## config.mk

```make
export PLATFORM = sky130hd
export DESIGN_NAME = alu_share_arb
export DESIGN_NICKNAME = d
export VERILOG_FILES = /design/src/rtl/alu_share_arb_pkg.sv /design/src/rtl/alu_rr_pick.sv /design/src/rtl/alu_share_arb.sv
export SDC_FILE = /design/constraint.sdc
export NUM_CORES = 1
export LEC_CHECK = 0
export CORE_AREA = 4 4 107 109
export DETAILED_ROUTE_END_ITERATION = 8
export DIE_AREA = 0 0 111 113
export MAX_ROUTING_LAYER = met4
export PLACE_DENSITY = 0.71
export SLEW_MARGIN = 15
export SYNTH_ARGS = -nofsm -noshare
export SYNTH_HDL_FRONTEND = slang
export SYNTH_SLANG_ARGS = --single-unit
```

## constraint.sdc

```tcl
create_clock -name clk -period 2 [get_ports clk]
set_clock_uncertainty 0.1 [all_clocks]
set_input_delay 0.3 -clock clk [delete_from_list [all_inputs] [get_ports clk]]
set_output_delay 0.3 -clock clk [all_outputs]
set_load 0.05 [all_outputs]
```

## src/rtl/alu_share_arb_pkg.sv

```systemverilog
// Shared definitions for the execute-stage ALU arbiter: ALU control codes,
// branch classification and the response register state encoding.
package alu_share_arb_pkg;

  localparam logic [3:0] ALU_ADD  = 4'b0000;
  localparam logic [3:0] ALU_SUB  = 4'b0001;
  localparam logic [3:0] ALU_SLL  = 4'b0010;
  localparam logic [3:0] ALU_SLT  = 4'b0011;
  localparam logic [3:0] ALU_SLTU = 4'b0100;
  localparam logic [3:0] ALU_XOR  = 4'b0101;
  localparam logic [3:0] ALU_SRL  = 4'b0110;
  localparam logic [3:0] ALU_SRA  = 4'b0111;
  localparam logic [3:0] ALU_BEQ  = 4'b1000;
  localparam logic [3:0] ALU_BNE  = 4'b1001;
  localparam logic [3:0] ALU_OR   = 4'b1010;
  localparam logic [3:0] ALU_AND  = 4'b1011;
  localparam logic [3:0] ALU_BLT  = 4'b1100;
  localparam logic [3:0] ALU_BGE  = 4'b1101;
  localparam logic [3:0] ALU_BLTU = 4'b1110;
  localparam logic [3:0] ALU_BGEU = 4'b1111;

  typedef enum logic {
    RSP_EMPTY = 1'b0,
    RSP_FULL  = 1'b1
  } rsp_state_e;

  function automatic logic is_branch(input logic [3:0] ctrl);
    return (ctrl == ALU_BEQ)  || (ctrl == ALU_BNE)  ||
           (ctrl == ALU_BLT)  || (ctrl == ALU_BGE)  ||
           (ctrl == ALU_BLTU) || (ctrl == ALU_BGEU);
  endfunction

endpackage

```

## src/rtl/alu_rr_pick.sv

```systemverilog
// One-hot request picker. With ALU_ARB_RR_EN defined the search starts at
// ptr_i and wraps; otherwise the lowest valid index wins.
module alu_rr_pick #(
  parameter int NREQ = 2,
  parameter int IDW  = $clog2(NREQ)
) (
`ifdef ALU_ARB_RR_EN
  input  logic [IDW-1:0]  ptr_i,
`endif
  input  logic [NREQ-1:0] valid_i,
  output logic [NREQ-1:0] grant_o,
  output logic [IDW-1:0]  idx_o,
  output logic            any_o
);

  always_comb begin
    grant_o = '0;
    idx_o   = '0;
    any_o   = 1'b0;
`ifdef ALU_ARB_RR_EN
    // First pass covers indices at or above the pointer, second pass the wrap.
    for (int i = 0; i < NREQ; i++) begin
      if (!any_o && valid_i[i] && (i >= int'(ptr_i))) begin
        grant_o[i] = 1'b1;
        idx_o      = IDW'(i);
        any_o      = 1'b1;
      end
    end
`endif
    for (int i = 0; i < NREQ; i++) begin
      if (!any_o && valid_i[i]) begin
        grant_o[i] = 1'b1;
        idx_o      = IDW'(i);
        any_o      = 1'b1;
      end
    end
  end

endmodule

```

## src/rtl/alu_share_arb.sv

```systemverilog
// Time-shares one external combinational ALU among NREQ requesters and holds
// the result in a one-entry response register. ALU_ARB_RR_EN selects round-robin.
module alu_share_arb
  import alu_share_arb_pkg::*;
#(
  parameter int NREQ  = 2,
  parameter int WIDTH = 32,
  parameter int IDW   = $clog2(NREQ)
) (
  input  logic                  clk,
  input  logic                  rst_n,
  input  logic [NREQ-1:0]       req_valid,
  output logic [NREQ-1:0]       req_ready,
  input  logic [NREQ*WIDTH-1:0] req_a,
  input  logic [NREQ*WIDTH-1:0] req_b,
  input  logic [NREQ*4-1:0]     req_ctrl,
  output logic [WIDTH-1:0]      alu_a,
  output logic [WIDTH-1:0]      alu_b,
  output logic [3:0]            alu_ctrl,
  input  logic [WIDTH-1:0]      alu_out,
  input  logic                  alu_zero,
  output logic                  rsp_valid,
  input  logic                  rsp_ready,
  output logic [IDW-1:0]        rsp_id,
  output logic [WIDTH-1:0]      rsp_result,
  output logic                  rsp_zero
);

  rsp_state_e       state_q, state_d;
  logic [IDW-1:0]   id_q, id_d;
  logic [WIDTH-1:0] result_q, result_d;
  logic             zero_q, zero_d;

  logic [NREQ-1:0]  grant;
  logic [IDW-1:0]   gidx;
  logic             gany;
  logic             can_accept;
  logic             accept;

`ifdef ALU_ARB_RR_EN
  logic [IDW-1:0]   ptr_q, ptr_d;
`endif

  alu_rr_pick #(
    .NREQ (NREQ),
    .IDW  (IDW)
  ) u_pick (
`ifdef ALU_ARB_RR_EN
    .ptr_i   (ptr_q),
`endif
    .valid_i (req_valid),
    .grant_o (grant),
    .idx_o   (gidx),
    .any_o   (gany)
  );

  assign rsp_valid  = (state_q == RSP_FULL);
  // A draining response frees the register in the same cycle.
  assign can_accept = ~rsp_valid | rsp_ready;
  assign accept     = gany & can_accept & rst_n;
  assign req_ready  = grant & {NREQ{can_accept & rst_n}};

  always_comb begin
    alu_a    = '0;
    alu_b    = '0;
    alu_ctrl = 4'b0000;
    for (int i = 0; i < NREQ; i++) begin
      if (grant[i]) begin
        alu_a    = req_a[i*WIDTH +: WIDTH];
        alu_b    = req_b[i*WIDTH +: WIDTH];
        alu_ctrl = req_ctrl[i*4 +: 4];
      end
    end
  end

  always_comb begin
    state_d  = state_q;
    id_d     = id_q;
    result_d = result_q;
    zero_d   = zero_q;
    if (accept) begin
      state_d = RSP_FULL;
      id_d    = gidx;
      // Branches report only the flag; compute ops report only the result.
      if (is_branch(alu_ctrl)) begin
        result_d = '0;
        zero_d   = alu_zero;
      end else begin
        result_d = alu_out;
        zero_d   = 1'b0;
      end
    end else if (rsp_ready) begin
      state_d = RSP_EMPTY;
    end
  end

  always_ff @(posedge clk or negedge rst_n) begin
    if (!rst_n) begin
      state_q  <= RSP_EMPTY;
      id_q     <= '0;
      result_q <= '0;
      zero_q   <= 1'b0;
    end else begin
      state_q  <= state_d;
      id_q     <= id_d;
      result_q <= result_d;
      zero_q   <= zero_d;
    end
  end

`ifdef ALU_ARB_RR_EN
  always_comb begin
    ptr_d = ptr_q;
    if (accept) begin
      ptr_d = (gidx == IDW'(NREQ - 1)) ? '0 : gidx + 1'b1;
    end
  end

  always_ff @(posedge clk or negedge rst_n) begin
    if (!rst_n) begin
      ptr_q <= '0;
    end else begin
      ptr_q <= ptr_d;
    end
  end
`endif

  assign rsp_id     = id_q;
  assign rsp_result = result_q;
  assign rsp_zero   = zero_q;

endmodule

```

# Word-level counts from Yosys, hierarchy flattened
# Cells that the tools add are included.
# Widths: inputs -> output; s select.
[word_totals] reg_bits=35 in_bits=174 out_inout_bits=105 wordCells=37
[classes] eq_ne=6 n_mux=13 bitwise=6 reduce_logical=8
[op_table] cell="$mux 32" count=5
[op_table] cell="$eq 4x4->1 const B" count=6
[op_table] cell="$mux 4" count=2
[op_table] cell="$mux 1" count=6
[op_table] cell="$logic_or 1x1->1" count=5
[op_table] cell="$and 1x1->1" count=3
[op_table] cell="$and 2x2->2" count=1
[op_table] cell="$reduce_bool 2->1" count=1
[op_table] cell="$logic_and 1x1->1" count=1
[op_table] cell="$logic_not 1->1" count=1
[op_table] cell="$not 1->1" count=1
[op_table] cell="$or 1x1->1" count=1

# Logic depth before layout (Yosys ltp)
[depth] ltp_word=12 depth_mapped=6 depth_no_buf=3

# Cells and area by module
# A second synthesis with hierarchy kept.
[hier_totals] hier_cells=225 area_unflattened_um2=2313.5
[by_module_without_submodules] module="alu_share_arb" instances=1 cells_each=221 area_each_um2=2285.9 seq_area_each_um2=875.8
[by_module_without_submodules] module="alu_rr_pick" instances=1 cells_each=4 area_each_um2=27.5 seq_area_each_um2=0.0

# Worst setup path after synthesis
# Ideal clock, no wire load.
[synth_timing] kind="input -> output" startpoint="in req_valid[1]" endpoint="out alu_a[0]" arrival_time_ps=1890 required_time_ps=1600 slack_ps=-290 path_stages=5 n_path_buf=3 cell_sequence="buf_6 -> buf_2 -> buf_2 -> nand2_1 -> o21ai_0"
[synth_between] elab_chain_len=3
[synth_rtl] item="start, declared" line_no="alu_share_arb.sv:12" rtl="input logic [NREQ-1:0] req_valid,"
[synth_rtl] item="$logic_and 1x1->1" line_no="alu_rr_pick.sv:31" rtl="if (!any_o && valid_i[i]) begin"
[synth_rtl] item="$mux 1" line_no="alu_rr_pick.sv:31"
[synth_rtl] item="$mux 32" line_no="alu_share_arb.sv:68" rtl="if (grant[i]) begin"
[synth_rtl] item="end, declared" line_no="alu_share_arb.sv:17" rtl="output logic [WIDTH-1:0] alu_a,"
# No other way between the ends.

# Final worst setup path
[layout_timing] startpoint="reg result_q[4], in the netlist rsp_result[4]" endpoint="out rsp_result[4]"
[layout_lines] item="start, declared" line_no="alu_share_arb.sv:31" rtl="logic [WIDTH-1:0] result_q, result_d;"
[layout_lines] item="start signal, assigned" line_no="alu_share_arb.sv:106" rtl="result_q <= result_d;"
[layout_lines] item="end, declared" line_no="alu_share_arb.sv:25" rtl="output logic [WIDTH-1:0] rsp_result,"
# No word-level cell between the ends.

==> results.sh <==
export IMPL_layout_drive_gt1_share_pct=21.6
export IMPL_die_h_um=113
export IMPL_drt_total_wl_mm=13.7
export IMPL_io_pin_count=279
export IMPL_final_nets=790
export IMPL_cts_buffers_inserted=5
export IMPL_clkLatencyLatePin_ps=280
export IMPL_combined_area_of_the_multi_input_logic_cells_mm2=0.00165
export IMPL_cts_repair_timing_setup_buffer_count=0
export IMPL_netlist_area_leader_share_pct=31.7
export IMPL_grt_first_pass_wirelength_mm=21.3
export IMPL_cts_sinks=35
export IMPL_wl_met1_mm=5.74
export IMPL_first_global_vias=3732
export IMPL_std_cell_rows=38
export IMPL_detailedPlacementHpwl_mm=11.2
export IMPL_number_of_synthesized_register_bits=35
export IMPL_worstSetupPathType="reg2out"
export IMPL_cellPowerDensity_mw_per_mm2=593
export IMPL_fill_cells=847
export IMPL_grt_usage_pct=21.8
export IMPL_final_instance_area_mm2=0.00645
export IMPL_synth_area_mm2=0.00276
export IMPL_worst_path_max_delay_cell="clkdlybuf4s50_1"
export IMPL_worstHoldPathType="in2async"
export IMPL_worst_slew_pin_slew_ps=545
export IMPL_detailroute_via_count=3644
export IMPL_timing_critical_path_cells="clkdlybuf4s50_1"
export IMPL_maxCapViolCount=0
export IMPL_core_area_mm2=0.0106
export IMPL_critPathArrivalTime_ps=1520
export IMPL_finalHoldViolCount=0
export IMPL_total_inserted_antenna_cells=0
export IMPL_finalCritPeriodShare_pct=95.8
export IMPL_postSynthNetCount=530
export IMPL_cts_root_buffer="clkbuf_8"
export IMPL_place_port_buffers=278
export IMPL_finalCoreUtilization_pct=60.9
export IMPL_crit_buf_inv=1
export IMPL_post_syn_area_per_cell_um2=7.76
export IMPL_detail_route_antenna_nets=0
export IMPL_drtPass1Iterations=4
export IMPL_overflow=0
export IMPL_drc=0
export IMPL_netlist_top_cell_by_area="dfrtp_1"
export IMPL_timing_fmax_ghz=0.522
export IMPL_fp_dieArea_mm2=0.0125
export IMPL_start_util_pct=26.0
export IMPL_seqCellArea_um2=876
export IMPL_final_cell_mix="clkdlybuf4s50_1, nand2_1, buf_12, o21ai_1, dfrtp_1"
export IMPL_timing_critical_path_to_type="primary output"
export IMPL_cts_tree="built"
export IMPL_layout_area_overhead_vs_synth_pct=134
export IMPL_timing_final_max_slew_violations=0
export IMPL_critical_path_max_stage_delay_ps=840
export IMPL_cts_path_max_buffers=2
export IMPL_place_congestion=0.877
export IMPL_wl_met2_mm=6.94
export IMPL_timing_critical_path_from_type="register"
export IMPL_leakage_uw=0.00261
export IMPL_highest_signal_layer="met4"
export IMPL_vdd_ir_drop_max_v=0.000460
export IMPL_syn_inst=356
export IMPL_setup_viol_count_final=0
export IMPL_power_total_uw=3820
export IMPL_met3RoutedLength_um=760
export IMPL_grt_max_degree=67
export IMPL_layout_min_cycle_time_ps=1920
export IMPL_synth_seq_area_share_pct=31.7
export IMPL_synth_top_cells_by_area="dfrtp_1, nand2_1, o2bb2ai_2, o21ai_0, nand4_1"
export IMPL_die_width_um=111
export IMPL_cp_top_family="buffers and inverters"
export IMPL_placed_cell_area_mm2=0.00635
export IMPL_avgViaCountPerCell=4.81
export IMPL_clkSlewWorstSetupHoldPaths_ps=80
export IMPL_yosysWarningCount=0
export IMPL_antenna_found_initial=0
export IMPL_h_tree_levels=2
export IMPL_worst_ep_required_ps=1600
export IMPL_drt_wirelength_per_cell_um=18.1
export IMPL_synth_cell_types=27
export IMPL_timing_max_slew_rel_slack_pct=63.6
export IMPL_critical_path_max_fanout=2
export IMPL_drt_iter0_markers=202
export IMPL_mostFrequentLayoutCell="clkdlybuf4s50_1"
export IMPL_run_status="finished, final reports clean"
export IMPL_grt_setup_unrepaired="false"
logic make-up after synthesis:
family / count (synthesis) / share of synthesized area (%)
multiplexers: 1 / 0.408
flip-flops: 35 / 31.7
AND/OR/NAND/NOR: 175 / 28.6
AO/OA/AOI/OAI: 102 / 30.6
buffers and inverters: 43 / 8.70
report_power, final:
| part | total, µW | switching [µW] | internal [µW] |
|---|---|---|---|
| Sequential | 919 | 96.9 | 822 |
| Combinational | 2390 | 1300 | 1100 |
| Clock | 511 | 269 | 242 |
| Total | 3820 | 1660 | 2160 |
cells in the mapped netlist (all sizes together):
master / instances
nand2: 133
o21ai: 65
dfrtp: 35
nand4: 32
o2bb2ai: 32
buf: 26
clkbuf: 15
a22o: 2
inv: 2
nand3: 2
a2111oi: 1
a211oi: 1
a21oi: 1
and3: 1
and3b: 1
and4bb: 1
mux2: 1
nand2b: 1
nand3b: 1
nor2: 1
nor2b: 1
or2: 1
registers in the layout (all words and copies together), names as in the netlist:
register,flops
rsp_valid,1
rsp_result,32
rsp_zero,1
rsp_id,1
path summary, 6_finish.rpt:
| path | slack [ps] | depth (start not counted) | from | end |
|---|---|---|---|---|
| max in group asynchronous | 880 | 3 | rst_n | rsp_result[19]$_DFFE_PN0P_ |
| setup reg to reg | 650 | 3 | rsp_valid$_DFFE_PN0P_ | rsp_zero$_DFFE_PN0P_ |
| hold reg to reg | 400 | 1 | rsp_result[2]$_DFFE_PN0P_ | rsp_result[2]$_DFFE_PN0P_ |
| setup / recovery | 80 | 1 | rsp_result[4]$_DFFE_PN0P_ | rsp_result[4] |
| min in group clk | 400 | 1 | rsp_result[2]$_DFFE_PN0P_ | rsp_result[2]$_DFFE_PN0P_ |
| hold / removal | 280 | 2 | rst_n | rsp_id$_DFFE_PN0P_ |
worst register-to-register path, cell delays in order (launching register included):
cell and delay [ps]:
dfrtp_1 390, nand2b_2 180, nand3_4 200, mux2_1 360
layout make-up:
type / count / area share (%)
multi-input combinational: 278 / 25.6
clock inverter: 3 / 0.310
tap: 140 / 2.71
clock buffer: 5 / 1.07
timing repair buffer: 294 / 56.6
inverter: 2 / 0.116
sequential: 35 / 13.6
per-stage QoR:
| stage | setup TNS (ps) | std cells | hold WS [ps] | setup WS [ps] |
|---|---|---|---|---|
| floorplan | -583 | 356 | -95.6 | -146 |
| global placement | 0 | 748 | 51.8 | 51.6 |
| detailed placement | 0 | 748 | 49.2 | 42.5 |
| CTS | 0 | 757 | 266 | 44.5 |
| global route | 0 | 757 | 278 | 37.9 |
| finish | 0 | 757 | 279 | 83.8 |
metal layers:
metal / up-vias / GRT usage [%]
met5: - / -
met2: 153 / 37.6
met3: 15 / 4.12
met1: 1702 / 26.8
li1: 1774 / -
met4: 0 / 4.43
what timing repair did:
| item | 4_1_cts | 5_1_grt |
|---|---|---|
| endpoints found under the hold margin | 1 | 0 |
| gates resized for setup | 0 | 1 |
| setup endpoints to repair | 0 | 1 |
| hold buffers | 1 | 0 |
Note: power is estimated with default switching activity, not from simulation.
